**src/rtl/nadajnik.sv**
```systemverilog
// ---------------------------------------------------------------------------
// nadajnik - UART / RS-232 serial transmitter (transmit side of odbiornik)
//
// Takes one parallel word per valid/ready handshake and shifts it out on
// TXD_o as: start bit (0), DATA_BITS data bits LSB-first, an optional parity
// bit, then STOP_BITS stop bits (1). Bit timing comes from a cycle counter
// that runs at the system clock, so no separate baud clock is needed.
//
// Ports:
//   clk_i    system clock, rising edge
//   rst_i    asynchronous reset, active low
//   data_i   word to send, captured only on an accepted handshake
//   valid_i  data_i holds a word to send
//   ready_o  transmitter accepts a word this cycle (decoded from state)
//   TXD_o    serial line, idles at mark (1)
//   busy_o   a frame is in progress
//   done_o   one-cycle pulse in the cycle after the last stop-bit cycle
// ---------------------------------------------------------------------------
module nadajnik #(
  parameter int CLKS_PER_BIT = 8,
  parameter int DATA_BITS    = 8,
  parameter int PARITY       = 0,
  parameter int STOP_BITS    = 1
) (
  input  logic                 clk_i,
  input  logic                 rst_i,
  input  logic [DATA_BITS-1:0] data_i,
  input  logic                 valid_i,
  output logic                 ready_o,
  output logic                 TXD_o,
  output logic                 busy_o,
  output logic                 done_o
);

  localparam int CYC_W = $clog2(CLKS_PER_BIT);
  localparam int BIT_W = $clog2(DATA_BITS);

  localparam logic [CYC_W-1:0] CYC_LAST  = CYC_W'(CLKS_PER_BIT - 1);
  localparam logic [BIT_W-1:0] DATA_LAST = BIT_W'(DATA_BITS - 1);
  localparam logic [BIT_W-1:0] STOP_LAST = BIT_W'(STOP_BITS - 1);

  typedef enum logic [2:0] {
    S_IDLE,
    S_START,
    S_DATA,
    S_PARITY,
    S_STOP
  } state_t;

  state_t                 state_q, state_d;
  logic [CYC_W-1:0]       cyc_q, cyc_d;
  logic [BIT_W-1:0]       bit_q, bit_d;
  logic [DATA_BITS-1:0]   shift_q, shift_d;
  logic                   par_q, par_d;
  logic                   txd_q, txd_d;
  logic                   busy_q, busy_d;
  logic                   done_q, done_d;

  logic                   bit_end;
  logic                   last_stop;
  logic                   accept;

  // Parity bit that makes the total count of ones (data + parity) odd or even.
  function automatic logic parity_of(input logic [DATA_BITS-1:0] w);
    if (PARITY == 1) begin
      return ~(^w);
    end
    return ^w;
  endfunction

  assign bit_end   = (cyc_q == CYC_LAST);
  assign last_stop = (state_q == S_STOP) && bit_end && (bit_q == STOP_LAST);

  // Ready also in the final stop cycle so frames can run back-to-back.
  assign ready_o = (state_q == S_IDLE) || last_stop;
  assign accept  = valid_i && ready_o;

  assign TXD_o  = txd_q;
  assign busy_o = busy_q;
  assign done_o = done_q;

  always_ff @(posedge clk_i or negedge rst_i) begin
    if (!rst_i) begin
      state_q <= S_IDLE;
      cyc_q   <= '0;
      bit_q   <= '0;
      shift_q <= '0;
      par_q   <= 1'b0;
      txd_q   <= 1'b1;
      busy_q  <= 1'b0;
      done_q  <= 1'b0;
    end else begin
      state_q <= state_d;
      cyc_q   <= cyc_d;
      bit_q   <= bit_d;
      shift_q <= shift_d;
      par_q   <= par_d;
      txd_q   <= txd_d;
      busy_q  <= busy_d;
      done_q  <= done_d;
    end
  end

  // TXD is registered, so each branch loads the line level of the state
  // being entered; this puts the start bit on the line one clock after
  // acceptance.
  always_comb begin
    state_d = state_q;
    cyc_d   = cyc_q;
    bit_d   = bit_q;
    shift_d = shift_q;
    par_d   = par_q;
    txd_d   = txd_q;
    done_d  = 1'b0;

    if (state_q != S_IDLE) begin
      cyc_d = bit_end ? '0 : cyc_q + CYC_W'(1);
    end

    case (state_q)
      S_IDLE: begin
        txd_d = 1'b1;
        if (accept) begin
          shift_d = data_i;
          par_d   = parity_of(data_i);
          state_d = S_START;
          cyc_d   = '0;
          bit_d   = '0;
          txd_d   = 1'b0;
        end
      end

      S_START: begin
        if (bit_end) begin
          state_d = S_DATA;
          bit_d   = '0;
          txd_d   = shift_q[0];
        end
      end

      S_DATA: begin
        if (bit_end) begin
          if (bit_q == DATA_LAST) begin
            bit_d = '0;
            if (PARITY != 0) begin
              state_d = S_PARITY;
              txd_d   = par_q;
            end else begin
              state_d = S_STOP;
              txd_d   = 1'b1;
            end
          end else begin
            shift_d = shift_q >> 1;
            bit_d   = bit_q + BIT_W'(1);
            txd_d   = shift_q[1];
          end
        end
      end

      S_PARITY: begin
        if (bit_end) begin
          state_d = S_STOP;
          bit_d   = '0;
          txd_d   = 1'b1;
        end
      end

      S_STOP: begin
        if (bit_end) begin
          if (bit_q == STOP_LAST) begin
            done_d = 1'b1;
            bit_d  = '0;
            if (accept) begin
              shift_d = data_i;
              par_d   = parity_of(data_i);
              state_d = S_START;
              txd_d   = 1'b0;
            end else begin
              state_d = S_IDLE;
              txd_d   = 1'b1;
            end
          end else begin
            bit_d = bit_q + BIT_W'(1);
          end
        end
      end

      default: begin
        state_d = S_IDLE;
        txd_d   = 1'b1;
      end
    endcase

    busy_d = (state_d != S_IDLE);
  end

endmodule

```
**config.mk**
```make
export PLATFORM = sky130hd
export DESIGN_NAME = nadajnik
export DESIGN_NICKNAME = d
export VERILOG_FILES = /design/src/rtl/nadajnik.sv
export SDC_FILE = /design/constraint.sdc
export NUM_CORES = 1
export LEC_CHECK = 0
export ABC_AREA = 0
export BUFFER_PORTS_ARGS = -buffer_cell sky130_fd_sc_hd__buf_2
export CAP_MARGIN = 20
export CORE_ASPECT_RATIO = 1.2
export CORE_MARGIN = 10
export CORE_UTILIZATION = 60
export DETAILED_ROUTE_END_ITERATION = 8
export PLACE_DENSITY_LB_ADDON = 0.25
export SYNTH_ARGS = -nofsm -noshare
export SYNTH_HDL_FRONTEND = slang
export SYNTH_SLANG_ARGS = --single-unit
```
**constraint.sdc**
```tcl
create_clock -name clk_i -period 3.6 [get_ports clk_i]
set_clock_uncertainty 0.1 [all_clocks]
set_input_delay 0.18 -clock clk_i [delete_from_list [all_inputs] [get_ports clk_i]]
set_output_delay 0.18 -clock clk_i [all_outputs]
set_load 0.05 [all_outputs]
```
==> flow_summary.ini <==
[pwr]
p_sw_frac = 0.2042
p_int_mw = 0.2960
p_sw_mw = 0.07595
vdd_ir_drop_max_v = 0.0002145
clkPwrFrac = 0.341
seq_power_share = 0.612
combPwrFrac = 0.047
p_per_area_nw_per_um2 = 297.5
p_leak_nw = 0.6131

[floorplan]
die-area_um2 = 4078
die_x_um = 59.99
start_util = 0.6293
core-area_um2 = 1829
fp.dieH_um = 67.98
ios = 15
rows = 17

[flow_run]
cap_violations = 0

[synth]
async_flop_share = 1.000
yosys_warnings = 0
ys_seq_area_frac = 0.4359
ys.flop_type = dfrtp_1
synth_nets = 124
synth_enable_flop_cells = 0
synth_cell_types = 32
synth_area_per_cell_um2 = 10.66
syn_area_um2 = 1151
ys_ff_latch = 20
netlist_instances = 108

[critical_path]
worst_ep_required_time_ns = 3.68
timing_worst_setup_path_type = flip-flop to flip-flop
slowest_stage = dfrtp_1
cp_max_fo = 10
arrival_ns = 2.39
cp_slowest_stage_delay_ns = 0.41
path_cells = ha_1, ha_1, nand3b_1, a21oi_2, a21oi_2, mux2_2
worstSetupEndpointType = flip-flop
start_kind = flip-flop

[routing]
wirelength_mm = 2.175
ant_nets = 0
wire_per_inst_um = 15.54
routed_via_density = 6.000
num_vias = 840
drtIter0Drc = 16
first_pass_iters = 4
route.detailed.drc = 0

[clock_network]
insertion_delay_ns = 0.29
cts_made_buffers = 3
ctsResizeCount = 0
clkTransAtPathRegs_ns = 0.11
clock_sinks = 20
cts_root_buf = clkbuf_4
htreeDepth = 1
clockBufferDepth = 2
cts_tree = yes

[layout]
final_area_um2 = 1250
antennaDiodeCount = 0
nNetsFinal = 138
area_delta_synth_final_pct = 8.587
layout-drive-gt1-share = 0.3471

[sta]
final.setup.tns_ns = 0
relSlewSlack = 0.5322
finalSetupViolCount = 0
max_freq_mhz = 433.6
worst_slew_pin_slew_ns = 0.7018
rsz0062_at_grt = no
finalCritPeriodShare = 0.6407
hold_violations = 0
maxSlewViolCount = 0
post-route-min-period_ns = 2.306

[global_route]
grt_max_degree = 23
grt_pass1_wl_mm = 3.912
gr-usage-met3 = 0.02778
grt_use_met2 = 0.2178
grt-ovfl-total = 0
gr-max-usage-layer = met2
grtUsageMet1 = 0.1209
antenna_found_initial = 0
grtUsageTotal = 0.1185
grt_pass1_vias = 906

[min_path]
holdCritPathClass = input port to flip-flop

[placed_design]
gp_congestion = 0.7702
portBuffers = 14
dp_hpwl_mm = 1.622
place_area_um2 = 1204

[status]
status = completed
-- flip-flops by register name (all words and copies together), names as in the netlist --
signal	count
cyc_q	3
done_o	1
shift_q	8
busy_o	1
state_q	3
bit_q	3
TXD_o	1
-- cell families (layout without fill, tap and decap cells) --
kind of cell,after synthesis,in the layout,share of synthesized area
simple gates,32,32,0.1609
compound gates,22,22,0.1207
flops,20,20,0.4359
mux,18,18,0.1761
buf+inv,11,24,0.05216
fa+ha+maj,5,5,0.05435
-- final cells by class --
type | instances | area, µm²
multi-input cells | 77 | 589.3
fillers | 146 | 579.3
flip-flops and latches | 20 | 501.7
repair buffers | 15 | 80.08
clock buffers | 4 | 36.28
well taps | 19 | 23.77
inverters | 5 | 18.77
-- cell usage in the layout (no fill, tap or decap), types with 2 or more instances in the layout --
cell type and n:
a211oi_1 2, a21oi_1 6, a21oi_2 2, buf_2 14
clkbuf_4 3, dfrtp_1 19, ha_1 5, inv_1 4
mux2_2 18, nand2_1 6, nand3_1 5, nor2_1 8
nor3b_1 3, o21ai_0 5, o31ai_1 3
-- cell usage after synthesis, drive strengths merged (2+ instances only) --
cell type  count  area (µm²)
nand3          5       25.02
a21oi          8       47.55
a211oi         2       15.01
nor2           8       30.03
nor3           2       21.27
nor3b          3       22.52
ha             5       62.56
o31ai          3       22.52
buf            6       41.28
mux2          18       202.7
nand2          6       22.52
o21ai          5       25.02
inv            5       18.76
dfrtp         19       475.5
or3b           2       20.02
-- power groups by stage --
stage | clock (mW) | combinational (mW) | sequential [mW]
4_1_cts | 0.130 | 0.0181 | 0.228
3_3_place_gp | 0 | 0.0168 | 0.232
5_1_grt | 0.141 | 0.0199 | 0.228
6_report | 0.127 | 0.0176 | 0.228
3_5_place_dp | 0 | 0.0171 | 0.232
2_1_floorplan | 0 | 0.00416 | 0.234
-- worst paths after layout --
kind	start	to	slack, ns	depth (start not counted)
worst max-delay path	cyc_q[0]	shift_q[7]	1.29	6
worst min-delay path	valid_i	busy_o	0.08	3
worst max register to register	cyc_q[0]	shift_q[7]	1.29	6
worst min register to register	cyc_q[0]	cyc_q[0]	0.41	1
max in group asynchronous	rst_i	TXD_o	2.81	2
min in group asynchronous	rst_i	state_q[0]	0.25	2
-- metrics by stage --
| step | worst slack, ns | std cells | hold slack (ns) | total power, mW | util |
|---|---|---|---|---|---|
| finish | 1.294 | 140 | 0.07517 | 0.3719 | 0.6833 |
| global route | 1.156 | 140 | 0.1168 | 0.3885 | 0.6833 |
| floorplan | 1.538 | 108 | -0.2156 | 0.2381 | - |
| detailed placement | 1.327 | 135 | 0.04818 | 0.2490 | 0.6580 |
| CTS | 1.294 | 140 | 0.07372 | 0.3760 | 0.6833 |
| global placement | 1.436 | 135 | 0.04387 | 0.2486 | 0.6580 |
-- critical path: cells and delay by family (launching register included) --
family                   cells  cell delay, ns
AND/OR/NAND/NOR              1            0.27
AO/OA/AOI/OAI                2            0.50
multiplexers                 1            0.39
adder cells (fa/ha/maj)      2            0.52
flip-flops                   1            0.41
-- layer usage --
metal | wire length, µm | up-vias
met3 | 132 | 2
met1 | 849 | 405
li1 | - | 413
met5 | 0 | -
met4 | 18 | 0
met2 | 1175 | 20
-- timing repair --
item,4_1_cts,5_1_grt
endpoints found under the setup margin,0,0
endpoints found under the hold margin,19,0
buffers inserted,0,0
hold buffers,1,0
(Power assumes the default switching activity.)
